--- src/rtl/crg_pkg.sv ---
// Shared clock/reset-generation types and parameter limits.
// Used by the reset sequencer and its synchronizer.
package crg_pkg;

    typedef enum logic [1:0] {
        StSync,
        StRelease,
        StDone,
        StHold
    } rst_seq_state_e;

    localparam int unsigned NumRstMin     = 1;
    localparam int unsigned NumRstMax     = 16;
    localparam int unsigned GapCyclesMin  = 1;
    localparam int unsigned GapCyclesMax  = 1024;
    localparam int unsigned HoldCyclesMin = 1;
    localparam int unsigned HoldCyclesMax = 1024;
    localparam int unsigned SyncStagesMin = 2;
    localparam int unsigned SyncStagesMax = 4;

    function automatic int unsigned max_u(input int unsigned a, input int unsigned b);
        return (a > b) ? a : b;
    endfunction

endpackage

--- src/rtl/rst_sync.sv ---
// Reset synchronizer: asserts asynchronously, deasserts after STAGES clock edges.
module rst_sync #(
    parameter int unsigned STAGES = 2
) (
    input  logic clk_i,
    input  logic arst_ni,
    output logic rst_no
);

    logic [STAGES-1:0] sync_q;

    always_ff @(posedge clk_i or negedge arst_ni) begin
        if (!arst_ni) begin
            sync_q <= '0;
        end else begin
            sync_q <= {sync_q[STAGES-2:0], 1'b1};
        end
    end

    assign rst_no = sync_q[STAGES-1];

endmodule

--- src/rtl/rst_seq.sv ---
// Reset sequencer: releases NUM_RST domain resets one by one, GAP_CYCLES apart,
// and re-sequences after a held software reset request.
module rst_seq
    import crg_pkg::*;
#(
    parameter int unsigned NUM_RST     = 4,
    parameter int unsigned GAP_CYCLES  = 16,
    parameter int unsigned HOLD_CYCLES = 8,
    parameter int unsigned SYNC_STAGES = 2
) (
    input  logic               ref_clk_i,
    input  logic               arst_ni,
    input  logic               rst_req_i,
    output logic               rst_ack_o,
    output logic [NUM_RST-1:0] rst_n_o,
    output logic               seq_done_o
);

    localparam int unsigned CntW = $clog2(max_u(GAP_CYCLES, HOLD_CYCLES)) + 1;
    localparam int unsigned IdxW = (NUM_RST > 1) ? $clog2(NUM_RST) : 1;

    localparam logic [CntW-1:0] GapTerm  = CntW'(GAP_CYCLES - 1);
    localparam logic [CntW-1:0] HoldTerm = CntW'(HOLD_CYCLES - 1);
    localparam logic [IdxW-1:0] LastIdx  = IdxW'(NUM_RST - 1);

    if (NUM_RST < NumRstMin || NUM_RST > NumRstMax ||
        GAP_CYCLES < GapCyclesMin || GAP_CYCLES > GapCyclesMax ||
        HOLD_CYCLES < HoldCyclesMin || HOLD_CYCLES > HoldCyclesMax ||
        SYNC_STAGES < SyncStagesMin || SYNC_STAGES > SyncStagesMax) begin : g_param_check
        $error("rst_seq: parameter out of range");
    end

    logic sync_rst_n;

    rst_sync #(
        .STAGES (SYNC_STAGES)
    ) u_rst_sync (
        .clk_i   (ref_clk_i),
        .arst_ni (arst_ni),
        .rst_no  (sync_rst_n)
    );

    rst_seq_state_e     state_q, state_d;
    logic [CntW-1:0]    cnt_q, cnt_d;
    logic [IdxW-1:0]    idx_q, idx_d;
    logic [NUM_RST-1:0] rst_n_q, rst_n_d;
    logic               ack_q, ack_d;
    logic               done_q, done_d;

    always_ff @(posedge ref_clk_i or negedge arst_ni) begin
        if (!arst_ni) begin
            state_q <= StSync;
            cnt_q   <= '0;
            idx_q   <= '0;
            rst_n_q <= '0;
            ack_q   <= 1'b0;
            done_q  <= 1'b0;
        end else begin
            state_q <= state_d;
            cnt_q   <= cnt_d;
            idx_q   <= idx_d;
            rst_n_q <= rst_n_d;
            ack_q   <= ack_d;
            done_q  <= done_d;
        end
    end

    always_comb begin
        state_d = state_q;
        cnt_d   = cnt_q;
        idx_d   = idx_q;
        rst_n_d = rst_n_q;
        ack_d   = ack_q;
        done_d  = done_q;

        unique case (state_q)
            StSync: begin
                // The exit edge already counts as the first gap cycle of bit 0.
                if (sync_rst_n) begin
                    state_d = StRelease;
                    cnt_d   = CntW'(1);
                end
            end
            StRelease: begin
                if (rst_req_i) begin
                    state_d = StHold;
                    cnt_d   = '0;
                    idx_d   = '0;
                    rst_n_d = '0;
                    ack_d   = 1'b1;
                    done_d  = 1'b0;
                end else if (cnt_q >= GapTerm) begin
                    rst_n_d[idx_q] = 1'b1;
                    cnt_d          = '0;
                    if (idx_q == LastIdx) begin
                        state_d = StDone;
                        done_d  = 1'b1;
                    end else begin
                        idx_d = idx_q + IdxW'(1);
                    end
                end else begin
                    cnt_d = cnt_q + CntW'(1);
                end
            end
            StDone: begin
                if (rst_req_i) begin
                    state_d = StHold;
                    cnt_d   = '0;
                    idx_d   = '0;
                    rst_n_d = '0;
                    ack_d   = 1'b1;
                    done_d  = 1'b0;
                end
            end
            StHold: begin
                // Counter saturates at the hold terminal count while the request persists.
                if (cnt_q >= HoldTerm) begin
                    if (!rst_req_i) begin
                        state_d = StRelease;
                        cnt_d   = '0;
                        idx_d   = '0;
                        ack_d   = 1'b0;
                    end
                end else begin
                    cnt_d = cnt_q + CntW'(1);
                end
            end
            default: state_d = StSync;
        endcase
    end

    assign rst_n_o    = rst_n_q;
    assign rst_ack_o  = ack_q;
    assign seq_done_o = done_q;

endmodule

--- config.mk ---
export PLATFORM = sky130hd
export DESIGN_NAME = rst_seq
export DESIGN_NICKNAME = d
export VERILOG_FILES = /design/src/rtl/crg_pkg.sv /design/src/rtl/rst_sync.sv /design/src/rtl/rst_seq.sv
export SDC_FILE = /design/constraint.sdc
export NUM_CORES = 1
export LEC_CHECK = 0
export BUFFER_PORTS_ARGS = -buffer_cell sky130_fd_sc_hd__buf_2
export CORE_ASPECT_RATIO = 1.75
export CORE_MARGIN = 1
export CORE_UTILIZATION = 30
export CTS_CLUSTER_SIZE = 28
export DETAILED_ROUTE_END_ITERATION = 12
export PLACE_DENSITY = 0.46
export SYNTH_ARGS = -nofsm -noshare
export SYNTH_HDL_FRONTEND = slang
export SYNTH_SLANG_ARGS = --single-unit
--- constraint.sdc ---
create_clock -name ref_clk_i -period 3.7 [get_ports ref_clk_i]
set_clock_uncertainty 0.2 [all_clocks]
set_input_delay 0.74 -clock ref_clk_i [delete_from_list [all_inputs] [get_ports ref_clk_i]]
set_output_delay 0.74 -clock ref_clk_i [all_outputs]
set_load 0.02 [all_outputs]
==> metrics <==
IO Count=9; Fin. Hold Viols=0; Post-Synthesis Cells=just over 100; unrepaired setup endpoints after global routing=no; ANT nets after route=0; H-tree depth=1; library cells used by synthesis=39; Crit Path Category=reg -> reg; largest net degree at the start of global routing=18; power density cells=790 nW/um2; syn_area_per_cell=about 10 um2; crit share post-route=65.3%; Setup TNS=0 ns; Hold Path Class=reg -> reg; most common cell in the netlist=dfrtp_1; Synth area leaders=dfrtp_1 40%, ha_1 13%, a21oi_1 4.7%; CTS Sinks=17; Clk pin slew, worst setup/hold paths=0.08 ns; global route overflow=0; post-synth top area share=39.5%; overall global routing resource usage=between 15 and 20%; routed vias=846; number of synthesized register bits=17; Setup Viol. Count Final=0; sequential area share after synthesis=39.5%; Critical Path End Type=register; Lkg Pwr=0.000572 uW; vias in the first global route=~920; CTS tree=done; VDD IR-drop max=290 uV; Setup Buffers After CTS=0; Ant. Diodes=0; Post-Route Utilization=approximately 36%; Critical Path Start Type=register; EDFF count, synth=0; Core Area=between 3000 and 4000 um2; I/O Buffers=8; antenna violations before repair=0; full die area=3840 um2; Syn-to-layout area delta=12.4%; nets@finish=about 130; Post-Syn Area=1080 um2; Iteration-0 DRC Markers=15; cell area after placement=1160 um2; Final Cell Area=1210 um2; Max Buffers Root-to-Sink=2; routed vias/inst=5.35; TritonRoute pass-1 iters=4; Synth area leader=dfrtp_1; Hold-fix buffers, CTS=0; final worst path period need=2.42 ns; MaxCap Viol Count=0; total CTS buffers=3; Root Buffer=clkbuf_8; Main synth FF type=dfrtp_1; outcome=completed; Yosys warning total=0; first-pass GRT wire length=4350 um; fmax=0.414 GHz; die height=roughly 81 um; fraction of registers with async set/reset=100%; worst-path maximum fanout=10; DIE WIDTH=47.3 um; Net Count, Synth=117; wire per inst=16.7 um; Power, Total=956 uW; Clock Latency Late Sink=0.26 ns; Final Slew Violations=0; post-cts resize count=0; crit path DAT=around 2.4 ns; Residual DRC=0; WP data required=~3.7 ns; Commonest cells post-synth=17 x dfrtp_1, 11 x ha_1, 10 x a21oi_1, 10 x inv_1, 6 x a31oi_1; HPWL after detailed placement=1990 um; gp weighted congestion=0.863; Total Wirelength=2640 um; std cell rows=28; layout cell share with drive strength beyond 1=around a fifth; Initial Util=31.7%
## sequential cells by signal, indices dropped and copies added (netlist names)
name and count:
cnt_q 5, u_rst_sync.sync_q 2, state_q 2, rst_ack_o 1
seq_done_o 1, rst_n_o 4, idx_q 2
## worst max-delay path, stage by stage (launching register included)
cell       delay, ns
dfrtp_1         0.44
ha_1            0.29
and3_1          0.21
ha_1            0.21
nor4b_4         0.32
nand2_4         0.16
o2111ai_2       0.14
mux2_1          0.34
## layer usage
| layer | up-vias | routed length (um) | track usage, % |
|---|---|---|---|
| met5 | - | 0 | 0 |
| met4 | 0 | 79 | 7.43 |
| met3 | 7 | 51 | 2.00 |
| met2 | 13 | 1540 | 30.4 |
| met1 | 431 | 967 | 16.7 |
| li1 | 395 | - | - |
## layout by cell type (no fill, tap or decap), types with 3 or more instances in the layout
| cell | n |
|---|---|
| buf_2 | 8 |
| nand2_1 | 4 |
| dfrtp_1 | 17 |
| clkbuf_8 | 3 |
| a21oi_1 | 10 |
| a31oi_1 | 6 |
| ha_1 | 11 |
| and3_1 | 5 |
| inv_1 | 10 |
| nand2b_1 | 3 |
## final cells by class
type	count	area [um2]
Inverter	10	37.5
Clock inverter	1	5.00
Timing Repair Buffer	8	40.0
Clock buffer	3	41.3
Sequential cell	17	425
Multi-Input combinational cell	74	604
Fill cell	366	2190
Tap cell	45	56.3
## path summary, 6_finish.rpt
path / startpoint / to / slack, ns / cells past startpoint
worst max-delay path: cnt_q[0]$_DFFE_PN0P_ / state_q[1]$_DFFE_PN0P_ / 1.28 / 7
worst min-delay path: u_rst_sync.sync_q[0]$_DFF_PN0_ / u_rst_sync.sync_q[1]$_DFF_PN0_ / 0.16 / 0
worst max register to register: cnt_q[0]$_DFFE_PN0P_ / state_q[1]$_DFFE_PN0P_ / 1.28 / 7
worst min register to register: u_rst_sync.sync_q[0]$_DFF_PN0_ / u_rst_sync.sync_q[1]$_DFF_PN0_ / 0.16 / 0
max in group asynchronous: arst_ni / rst_ack_o$_DFFE_PN0P_ / 2.80 / 1
min in group asynchronous: arst_ni / cnt_q[2]$_DFFE_PN0P_ / 0.20 / 1
## through the flow
stage	worst slack, ns	hold WS [ns]	cells
floorplan	1.44	0.131	103
global placement	1.37	0.136	154
detailed placement	1.29	0.142	154
CTS	1.28	0.160	158
global route	1.18	0.171	158
finish	1.28	0.159	158
## logic make-up (layout without fill, tap and decap cells)
kind of cell | after synthesis | in the layout | share of synthesized area, %
mux | 4 | 4 | 3.95
other cells | 1 | 1 | 0.349
flops | 17 | 17 | 39.5
fa+ha+maj | 11 | 11 | 12.8
compound gates | 35 | 35 | 24.3
simple gates | 23 | 23 | 14.8
buf+inv | 12 | 22 | 4.30
## power by group
part	internal (uW)	switching, uW
Sequential	244	52.9
Clock	74.9	70.1
Combinational	212	302
Total	531	425
No activity file was read; power rests on OpenSTA's default activity.
